==> src/rtl/ram_arbiter.sv <==
// ram_arbiter: round-robin two-master sequencer in front of a single-port sync RAM,
// returning read data to the owning master two cycles after its grant.
module ram_arbiter #(
  parameter int ADDR_W = 8,
  parameter int DATA_W = 64
) (
  input  logic              clk,
  input  logic              reset,
  input  logic              m0_req,
  input  logic              m0_wr,
  input  logic [ADDR_W-1:0] m0_addr,
  input  logic [DATA_W-1:0] m0_wdata,
  output logic              m0_gnt,
  output logic              m0_rvalid,
  output logic [DATA_W-1:0] m0_rdata,
  input  logic              m1_req,
  input  logic              m1_wr,
  input  logic [ADDR_W-1:0] m1_addr,
  input  logic [DATA_W-1:0] m1_wdata,
  output logic              m1_gnt,
  output logic              m1_rvalid,
  output logic [DATA_W-1:0] m1_rdata,
  output logic              cen,
  output logic              wen,
  output logic [ADDR_W-1:0] s_addr,
  output logic [DATA_W-1:0] s_din,
  input  logic [DATA_W-1:0] s_dout
);
  logic last_winner, tag_v, tag_o, elig0, elig1, win1, any;
  // a request seen during its own grant cycle is stale, so it cannot win again
  always_comb begin
    elig0 = m0_req & ~m0_gnt;
    elig1 = m1_req & ~m1_gnt;
    win1  = elig1 & (~elig0 | ~last_winner);
    any   = elig0 | elig1;
  end
  always_ff @(posedge clk or posedge reset)
    if (reset) begin
      m0_gnt      <= 1'b0;
      m1_gnt      <= 1'b0;
      m0_rvalid   <= 1'b0;
      m1_rvalid   <= 1'b0;
      m0_rdata    <= '0;
      m1_rdata    <= '0;
      cen         <= 1'b0;
      wen         <= 1'b0;
      s_addr      <= '0;
      s_din       <= '0;
      last_winner <= 1'b1;
      tag_v       <= 1'b0;
      tag_o       <= 1'b0;
    end else begin
      m0_gnt <= any & ~win1;
      m1_gnt <= win1;
      cen    <= any;
      wen    <= any & (win1 ? m1_wr : m0_wr);
      if (any) begin
        s_addr      <= win1 ? m1_addr : m0_addr;
        s_din       <= win1 ? m1_wdata : m0_wdata;
        last_winner <= win1;
      end
      // tag follows the access through the RAM so data lands with its owner
      tag_v     <= cen & ~wen;
      tag_o     <= m1_gnt;
      m0_rvalid <= tag_v & ~tag_o;
      m1_rvalid <= tag_v & tag_o;
      if (tag_v & ~tag_o) m0_rdata <= s_dout;
      if (tag_v & tag_o) m1_rdata <= s_dout;
    end
endmodule

==> config.mk <==
export PLATFORM = sky130hd
export DESIGN_NAME = ram_arbiter
export DESIGN_NICKNAME = d
export VERILOG_FILES = /design/src/rtl/ram_arbiter.sv
export SDC_FILE = /design/constraint.sdc
export NUM_CORES = 1
export LEC_CHECK = 0
export ABC_AREA = 0
export CAP_MARGIN = 20
export CORE_AREA = 2 2 165 167
export CTS_CLUSTER_DIAMETER = 60
export CTS_CLUSTER_SIZE = 30
export DETAILED_ROUTE_END_ITERATION = 16
export DIE_AREA = 0 0 167 169
export MAX_ROUTING_LAYER = met4
export PLACE_DENSITY = 0.65
export SYNTH_ARGS = -nofsm -noshare
export SYNTH_HDL_FRONTEND = slang
export SYNTH_SLANG_ARGS = --single-unit
export TNS_END_PERCENT = 10
==> constraint.sdc <==
create_clock -name clk -period 10 [get_ports clk]
set_input_delay 3 -clock clk [delete_from_list [all_inputs] [get_ports clk]]
set_output_delay 3 -clock clk [all_outputs]
set_load 0.01 [all_outputs]
After elaboration in Yosys (flattened, before gate mapping)

Cells that the tools add are included.

Muxes and demuxes: 3
Bitwise gates (word level): 17

Operators with widths:

| kind               | number |
|---|---|
| 64-bit two-way mux | 1 |
| 1-bit bitwise AND  | 8 |
| 8-bit two-way mux  | 1 |
| 1-bit NOT          | 7 |
| 1-bit bitwise OR   | 2 |
| 1-bit two-way mux  | 1 |

Bits in registers: 209

Longest topological paths before layout

Depth in word-level cells: 7
Mapped depth: 6

Worst setup path after synthesis

No wires, ideal clock.

Kind: input -> register
From: in m1_req
To: reg s_addr[0]
Setup time: 0.126 ns
Data arrival time: 3.838 ns
Path slack: 6.036 ns
Stages on the path: 5
Buffers on the path: 2
Path through: and2b_4 > buf_6 > clkbuf_1 > and3_1 > a221o_1

Word-level cells in the longest chain between the ends: 3
Elaborated cells on any way between the ends: 4
Those cells by class: mux (1); bitwise (3)

Ends and longest elaborated chain:

| element                | RTL line | source |
|---|---|---|
| start: declaration     | 16       | `input logic m1_req,` |
| 1-bit bitwise AND (*)  | 33       | `elig1 = m1_req & ~m1_gnt;` |
| 1-bit bitwise AND      | 34       | `win1 = elig1 & (~elig0 \| ~last_winner);` |
| 8-bit two-way mux      | 58       | `s_addr <= win1 ? m1_addr : m0_addr;` |
| end signal: assignment | 58       |  |
| end: declaration       | 25       | `output logic [ADDR_W-1:0] s_addr,` |

Every way passes the cells marked *; elsewhere a longest branch is shown, timed or not.
A chain may end at the register's enable or synchronous reset.

Worst setup path in the final report

From: in m1_req
To: reg s_din[51]

Word-level cells in the longest chain between the ends: 3
Elaborated cells on any way between the ends: 4
Those cells by class: mux (1); bitwise (3)

Ends and longest elaborated chain:

| element                | RTL line | source |
|---|---|---|
| 1-bit bitwise AND (*)  | 33       |  |
| 1-bit bitwise AND      | 34       |  |
| 64-bit two-way mux     | 59       | `s_din <= win1 ? m1_wdata : m0_wdata;` |
| end signal: assignment | 59       |  |
| end: declaration       | 26       | `output logic [DATA_W-1:0] s_din,` |

Marked as above.

==> results.toml <==
[status]
status = "complete, no violations"

[finish]
fillers = 2399
fin_nets = 1290
area_growth_pct = 62.31
drive_above_1_share_pct = 10.73

[setup_path]
slowest_delay_ps = 640
arrival_ps = 5210
rr_startpoint = "m1_gnt$_DFF_PP0_"
path_buf_inv = 2
start_kind = "primary input"
path_delay_family = "simple AND/OR/NAND/NOR gates"
worstPathCellList = "clkdlybuf4s50_1 -> and2b_4 -> nor2_4 -> buf_4 -> a221o_1"
crit_start = "m1_req"
cp_max_fo = 75
end_kind = "register"
slowest_stage = "and2b_4"
crit_required_ps = 10390
crit_type = "primary input to register"

[pwr]
p_total_mw = 3.187
cellPowerDensity_nw_per_um2 = 238.5
p_leak_nw = 6.041
vdd_drop_max_mv = 0.1645

[synth]
synth_most_common_cell = "dfrtp_1"
synthesis.nets = 892
ys.flop_type = "dfrtp_1"
syn-cell-area_sq_um = 8233
syn_avg_cell_area_sq_um = 12.14
syn-instance-count = 678
ys_ff_latch = 209
synth_top_area_share_pct = 63.22
yosysSeqAreaShare_pct = 63.54
yosysTopAreaCell = "dfrtp_1"
async_flop_share_pct = 100.0
synth_edf_count = 0
ys_top_cells_by_count = "208 x dfrtp_1, 193 x nand2_1, 72 x a221o_1, 72 x and3_1, 64 x mux2_2"
synth_cell_types = 21
ys_warn_count = 0
ys_top_cells_by_area = "dfrtp_1 63%, nand2_1 8.8%, a221o_1 8.8%, mux2_2 8.8%, and3_1 5.5%"

[drt]
num_vias = 6815
drcViolationCount = 0
viasPerCell = 4.756
routed_wl_microns = 26790
drt_iter0_drc = 378
ant_nets = 0
firstDrtPassIters = 4
wl_per_cell_microns = 18.69

[flow_run]
drv_cap = 0

[clock_network]
worstSkewPairLatency_ps = 510
cts_tree = "built"
cts_setup_buffers = 0
cts_buffers = 20
clockRootBuffer = "clkbuf_16"
cts_resized = 0
clk_pin_slew_ps = 80
clockBufferDepth = 3
cts.sinks = 209
postCtsHoldBufs = 0
cts_max_level = 1

[die]
die_width_microns = 167
ios = 420
core_sq_um = 26500
initial_core_util_pct = 31.07
dieArea_sq_um = 28220
placement_rows = 60
die-height_microns = 169

[hold_path]
holdCritPathClass = "register to register"
hold_start = "wen$_DFF_PP0_"

[timing]
holdWs_ps = 420.9
fmax_mhz = 207.7
post-route-period-util_pct = 48.15
skew_ps = 12.64
worstMarginPinSlew_ps = 942.5
hold_viol = 0
rsz0062_at_grt = "no"
tns_ps = 0
slew_headroom_pct = 37.17
setup_viol = 0
min_period_ps = 4815
finalWorstSetupSlack_ps = 5185
slew_viol_final = 0

[grt]
overflow = 0
track_usage_pct = 18.87
grt_antenna_before_repair = 2
grt_start_max_net_pins = 84
grt_pass1_vias = 7093
grt_pass1_wl_microns = 40770

[placed_design]
pre_cts_slack_ps = 4690
hpwl_microns = 19420
gp_congestion = 0.8273
portBuffers = 419
[report_power, final]
| part | switching [mW] | internal, mW | total (mW) |
|---|---|---|---|
| Sequential | 0.141 | 1.10 | 1.24 |
| Combinational | 0.472 | 0.684 | 1.16 |
| Clock | 0.382 | 0.405 | 0.788 |
[final cells by class]
class	instances	area, sq um	area share, %
clock inverter	14	183.9	1.376
clock buffer	22	518.0	3.876
timing repair buffer	427	4254	31.84
sequential	209	5231	39.15
inverter	4	22.52	0.1685
multi-input combinational	414	2721	20.37
antenna	2	5.005	0.03745
tap	341	426.7	3.193
[metrics by stage]
stage          util (%)  instance area (sq um)  cells
2_1_floorplan         -                   8233    678
3_3_place_gp      47.76                  12660   1395
3_5_place_dp      47.76                  12660   1395
4_1_cts           50.41                  13360   1431
5_1_grt           50.42                  13360   1433
6_report          50.42                  13360   1433
[registers in the layout, indices dropped and copies added, names as in the netlist]
| name | cells |
|---|---|
| m0_rdata | 64 |
| m1_rdata | 64 |
| s_din | 64 |
| s_addr | 8 |
| cen | 1 |
| last_winner | 1 |
| m0_gnt | 1 |
| m0_rvalid | 1 |
| m1_gnt | 1 |
| m1_rvalid | 1 |
| tag_o | 1 |
| tag_v | 1 |
| wen | 1 |
[kinds of logic after synthesis]
logic type | synth area share, %
and+or+nand+nor | 15.08
muxes | 8.875
DFF | 63.54
AOI/OAI and AO/OA | 9.027
buffers and inverters | 3.480
[cells in the final DEF, fill, tap and decap left out]
cell,count
clkdlybuf4s50_1,419
dfrtp_1,208
nand2_1,192
and3_1,72
a221o_1,72
mux2_2,64
clkbuf_16,20
buf_4,8
clkinv_8,7
inv_8,3
inv_6,3
diode_2,2
inv_1,2
and2b_4,2
o21ai_0,2
nand2_2,1
nand2b_2,1
inv_2,1
nand2b_1,1
a21oi_1,1
nor2_4,1
o21a_2,1
nand3b_2,1
nand3_1,1
nor2b_1,1
mux2i_1,1
clkbuf_1,1
clkbuf_8,1
clkinv_2,1
inv_12,1
dfstp_2,1
[layer usage]
layer / wire, microns / GRT usage (%) / vias up
met5: 0 / - / -
met1: 10260 / 21.22 / 3275
li1: - / - / 3197
met4: 560 / 4.685 / 0
met3: 2339 / 5.284 / 35
met2: 13630 / 33.26 / 308
[worst paths after layout]
path	endpoint	slack [ps]	cells after the start
max	s_din[51]$_DFFE_PP0P_	5190	5
min	tag_v$_DFF_PP0_	420	1
max reg2reg	s_din[51]$_DFFE_PP0P_	7610	4
min reg2reg	tag_v$_DFF_PP0_	420	1
max in group asynchronous	m1_rdata[20]$_DFFE_PP0P_	5740	3
min in group asynchronous	m0_rdata[6]$_DFFE_PP0P_	2980	2
Note: power is estimated with default switching activity, not from simulation.
==> RTL edit 1 (same settings) <==
`ADDR_W`: 8 -> 7.
--- a/src/rtl/ram_arbiter.sv
+++ b/src/rtl/ram_arbiter.sv
@@ -1,7 +1,7 @@
 // ram_arbiter: round-robin two-master sequencer in front of a single-port sync RAM,
 // returning read data to the owning master two cycles after its grant.
 module ram_arbiter #(
-  parameter int ADDR_W = 8,
+  parameter int ADDR_W = 7,
   parameter int DATA_W = 64
 ) (
   input  logic              clk,
Ports: changed (resized m0_addr, m1_addr and s_addr); port bits go from 420 to 417. The function was not compared with the original's and may differ.
==> RTL edit 1 against the original RTL <==
Clock skew up 1.7 ps; via count shrank 0.72%; synthesized area is 0.26% lower; sequential cell count is 1 lower; total power down 2.2%; final area fell by 0.95%; critical path type unchanged; wire length decreased by 1.0%; worst hold slack improved by 2.6 ps; setup slack improved by 22 ps; sequential share of layout area grew 0.18 points.
==> RTL edit 1: results (changes against the original RTL) <==
Status
  • Outcome: finished, final reports clean

Final layout
  • Largest regs: m0_rdata x64, m1_rdata x64, s_din x64
  • N_diodes: 0 (-2)
  • Layout cells sized above 1: 0.106 (-0.00178)
  • Final #Nets: 1,280 (-0.78%)
  • Final cell count without fillers: 1,421 (-0.84%)
  • Fillcell total: 2,406 (+0.29%)

Synthesis
  • Synth area leaders: dfrtp_1, nand2_1, mux2_2
  • Async SR Flop Fraction: 1.00 (unchanged)
  • Post-synth top cells: dfrtp_1, nand2_1, and3_1
  • Syn avg cell area: 12.2 sq um (+0.18%)
  • Synth Flop Type: dfrtp_1
  • YS warnings: 0 (unchanged)
  • Sequential area share after synthesis: 0.634 (-0.00140)
  • Syn Nets: 887 (-0.56%)
  • Netlist cell types: 27 (+29%)

Pwr
  • Leakage: 5.98 nW (-1.1%)
  • Total net switching power: 0.000959 W (-3.6%)
  • VDD IR max: 131 uV (-20%)

STA
  • Slew margin rel.: 0.363 (-0.00915)
  • Clk_skew: 14.3 ps (+1.71 ps)
  • Slew Viols, Final: 0 (unchanged)

CTS
  • Post-CTS Setup Bufs: 0 (unchanged)
  • Clock Path Buffers: 3 (unchanged)
  • # H-tree levels: 1 (unchanged)
  • Total CTS buffers: 18 (-10%)
  • Reg clk slew, reported paths: 80 ps (about the same)
  • Cts repair resizes: 0 (unchanged)
  • Root Driver: clkbuf_16
  • Worst-Skew Late Latency: 500 ps

Critical path
  • Worst reg2reg path startpoint: m1_gnt
  • CP startpoint: m1_req
  • CP max FO: 74 (-1.3%)
  • Worst EP arrival: 5180 ps (-30 ps)

Placed design
  • Placer congestion estimate: 0.837 (+1.1%)
  • DP Wirelength: 18.8 mm (-3.3%)
  • IO Port Bufs: 416 (-0.72%)
  • Setup WS pre-CTS: 4640 ps (-49.6 ps)

Detailed routing
  • Mean routed wirelength per cell: 18.7 um (-0.16%)
  • Vias per cell: 4.76 (+0.12%)
  • Number of DRC markers in iteration 0: 466 (+23%)
  • DR pass1 iterations: 4 (unchanged)

Global route
  • Initial antenna violation count: 0 (-2)
  • Total GRT Usage: 0.184 (-0.00459)
  • Number of global-route vias before repair: 6,779 (-4.4%)
  • Largest net degree at the start of global routing: 134 (+60%)
  • First-pass GRT wire length: 39.8 mm (-2.4%)

Worst hold path
  • Min-Delay Startpoint: wen
  • Worst Hold Class: register to register
RTL edit 1: logic make-up after synthesis:
group	synth area share
mux	0.0890
simple gates	0.151
flops	0.634
buf+inv	0.0366
compound gates	0.0896
RTL edit 1: layer usage:
layer	part of all wire	wire length [um]	GRT usage
met5	0	0	-
met4	0.025	670	0.0506
met3	0.093	2460	0.0552
met2	0.50	13200	0.312
met1	0.38	10200	0.214
RTL edit 1: path summary, 6_finish.rpt:
path,end,slack [ps],depth (start not counted)
min in group asynchronous,m1_rdata[51],3110,2
hold reg to reg,tag_v,420,1
hold / removal,tag_v,420,1
setup / recovery,s_addr[5],5210,6
setup reg to reg,s_addr[5],7810,5
max in group asynchronous,m0_rdata[35],5280,3
RTL edit 1: worst max-delay path: stages:
cell and delay [ps]:
clkdlybuf4s50_1 530, nor2b_4 150, buf_4 520, nor2_4 70
buf_4 380, a221o_2 470
RTL edit 1: stage by stage:
stage	power, W	area (sq um)
floorplan	0.00169	8210
global placement	0.00240	12600
detailed placement	0.00242	12600
CTS	0.00316	13200
global route	0.00328	13200
finish	0.00312	13200
RTL edit 1: layout make-up:
type,instances,area share
sequential,208,0.393
timing repair buffer,424,0.321
multi-input combinational,412,0.205
clock buffer,22,0.0375
tap,341,0.0322
clock inverter,10,0.00936
inverter,4,0.00170
RTL edit 1: power by group through the flow:
stage          combinational, W  clock (W)  sequential, W
2_1_floorplan          0.000326          0        0.00136
3_3_place_gp            0.00116          0        0.00124
3_5_place_dp            0.00117          0        0.00125
4_1_cts                 0.00117   0.000754        0.00124
5_1_grt                 0.00123   0.000784        0.00127
6_report                0.00115   0.000729        0.00123
==> RTL edit 2 (config.mk and constraints unchanged) <==
Without the edit above. Make the reset (`reset`) synchronous in one clocked block.
--- a/src/rtl/ram_arbiter.sv
+++ b/src/rtl/ram_arbiter.sv
@@ -34,7 +34,7 @@
     win1  = elig1 & (~elig0 | ~last_winner);
     any   = elig0 | elig1;
   end
-  always_ff @(posedge clk or posedge reset)
+  always_ff @(posedge clk)
     if (reset) begin
       m0_gnt      <= 1'b0;
       m1_gnt      <= 1'b0;
Behaviour: differs if reset is asserted again (counterexample within 4 cycles, from zero or initial values and one cycle with reset high); with reset held inactive, the same outputs for 4 cycles.
==> RTL edit 2 against the original RTL <==
Largest cell class is now buffers; sequential share of layout area shrank 8.3 points; final cell count grew 19%; synthesized area grew 5.1%; wire length grew 18%; non-clock buffer count grew 4; final area grew 1.4%; count of clock-buffer cells in the layout shrank 3; utilization grew 0.69 points; sequential cell count is the same; synthesized cell count grew 49%; critical endpoint is now s_din[51]; critical path depth is the same; setup slack lost 140 ps.
Power is not compared: it rests on default switching activity, and its combinational part moved more than twofold at a synthesized area within 25%.
==> RTL edit 2: results (changes against the original RTL) <==
Status
  • Outcome: finished, final reports clean

Synthesis
  • Post-synth top cells: nand2_1, dfxtp_1, a21oi_1
  • Synth area leaders: dfxtp_1, a21oi_1, nand2_1
  • Netlist cell types: 23 (+9.5%)
  • Syn avg cell area: 8.55 sq um (-30%)
  • Sequential area share after synthesis: 0.483 (-0.152)
  • Syn Nets: 1,226 (+37%)
  • YS warnings: 0 (unchanged)
  • Async SR Flop Fraction: 0 (-1.00)

CTS
  • # H-tree levels: 1 (unchanged)
  • Reg clk slew, reported paths: 80 ps (about the same)
  • Clock Path Buffers: 3 (unchanged)
  • Root Driver: clkbuf_16
  • Total CTS buffers: 18 (-10%)

Critical path
  • CP max FO: 60 (-20%)
  • Worst EP arrival: 5400 ps (+190 ps)
  • Worst path max stage delay: 600 ps (-40 ps)
  • CP max-delay cell: buf_4

Final layout
  • Layout cells sized above 1: 0.0395 (-0.0679)
  • Final #Nets: 1,570 (+22%)
  • Fillcell total: 2,499 (+4.2%)
  • Largest regs: m0_rdata x64, m1_rdata x64, s_din x64
  • Final cell count without fillers: 1,711 (+19%)

Pwr
  • Leakage: 4.65 nW
  • VDD IR max: 122 uV

STA
  • Final Cycle Share: 0.495 (+0.0139)
  • Slew margin rel.: 0.273 (-0.0990)
  • Clk_skew: 25.4 ps (+12.7 ps)

Global route
  • Number of global-route vias before repair: 8,256 (+16%)
  • Initial antenna violation count: 2 (unchanged)
  • Largest net degree at the start of global routing: 119 (+42%)
  • Total GRT Usage: 0.212 (+0.0234)
  • First-pass GRT wire length: 46.8 mm (+15%)

Placed design
  • Placer congestion estimate: 0.827 (about the same)
  • Cells after DPL: 1,676 (+20%)
  • Placed inst area: 12,800 sq um (+1.3%)
  • DP Wirelength: 21.1 mm (+8.5%)

Detailed routing
  • Mean routed wirelength per cell: 18.4 um (-1.4%)
  • Number of DRC markers in iteration 0: 664 (+76%)
  • Vias per cell: 5.08 (+6.9%)
  • DR pass1 iterations: 5 (+1)
-- RTL edit 2: cell count changes after synthesis, moves of 72 or more --
cell      change
nand2b_1     +72
and3_1       -72
a21oi_1     +202
dfxtp_1     +209
dfrtp_1     -208
nor4b_1      +72
-- RTL edit 2: cells by family after synthesis --
kind of cell / Yosys count / share of synthesized area
buffers and inverters: 108 / 0.0655
AOI/OAI and AO/OA: 277 / 0.202
and+or+nand+nor: 418 / 0.249
DFF: 209 / 0.483
-- RTL edit 2: cell type report --
| cell class | count | share of cell area |
|---|---|---|
| flip-flops and latches | 209 | 0.309 |
| well taps | 341 | 0.0315 |
| diodes | 2 | 0.000369 |
| multi-input cells | 695 | 0.290 |
| clock buffers | 19 | 0.0351 |
| clock inverters | 13 | 0.0163 |
| repair buffers | 431 | 0.318 |
| inverters | 1 | 0.000277 |
-- RTL edit 2: critical path, delay by kind of cell --
family                 cells  cell delay (ps)
buffers and inverters      2             1060
AND/OR/NAND/NOR            2             1010
AO/OA/AOI/OAI              1              270
-- RTL edit 2: per-stage QoR --
step | total power [W] | setup WS, ps | hold slack, ps | util
3_3_place_gp | 0.00130 | 4580 | 413 | 0.484
5_1_grt | 0.00218 | 4910 | 436 | 0.511
6_report | 0.00209 | 5050 | 438 | 0.511
2_1_floorplan | 0.00109 | 5990 | 454 | -
4_1_cts | 0.00212 | 5100 | 436 | 0.510
3_5_place_dp | 0.00130 | 4570 | 416 | 0.484
-- RTL edit 2: layer usage --
metal	global-route usage	share of wire
met1	0.243	0.40
met4	0.0600	0.024
met2	0.359	0.48
met5	-	0
met3	0.0659	0.094
-- RTL edit 2: worst paths after layout --
path | end | start | cells past startpoint | slack, ps
max | s_din[51] | m1_req | 5 | 5050
min | tag_v | wen | 1 | 440
max reg2reg | s_din[51] | m1_gnt | 4 | 7430
min reg2reg | tag_v | wen | 1 | 440
-- RTL edit 2: power groups by stage --
stage / Clock (W) / Combinational (W) / Sequential, W
after floorplan: 0 / 0.000144 / 0.000945
after global routing: 0.000861 / 0.000403 / 0.000914
after CTS: 0.000828 / 0.000380 / 0.000908
final: 0.000804 / 0.000379 / 0.000908
after detailed placement: 0 / 0.000379 / 0.000926
after global placement: 0 / 0.000377 / 0.000926
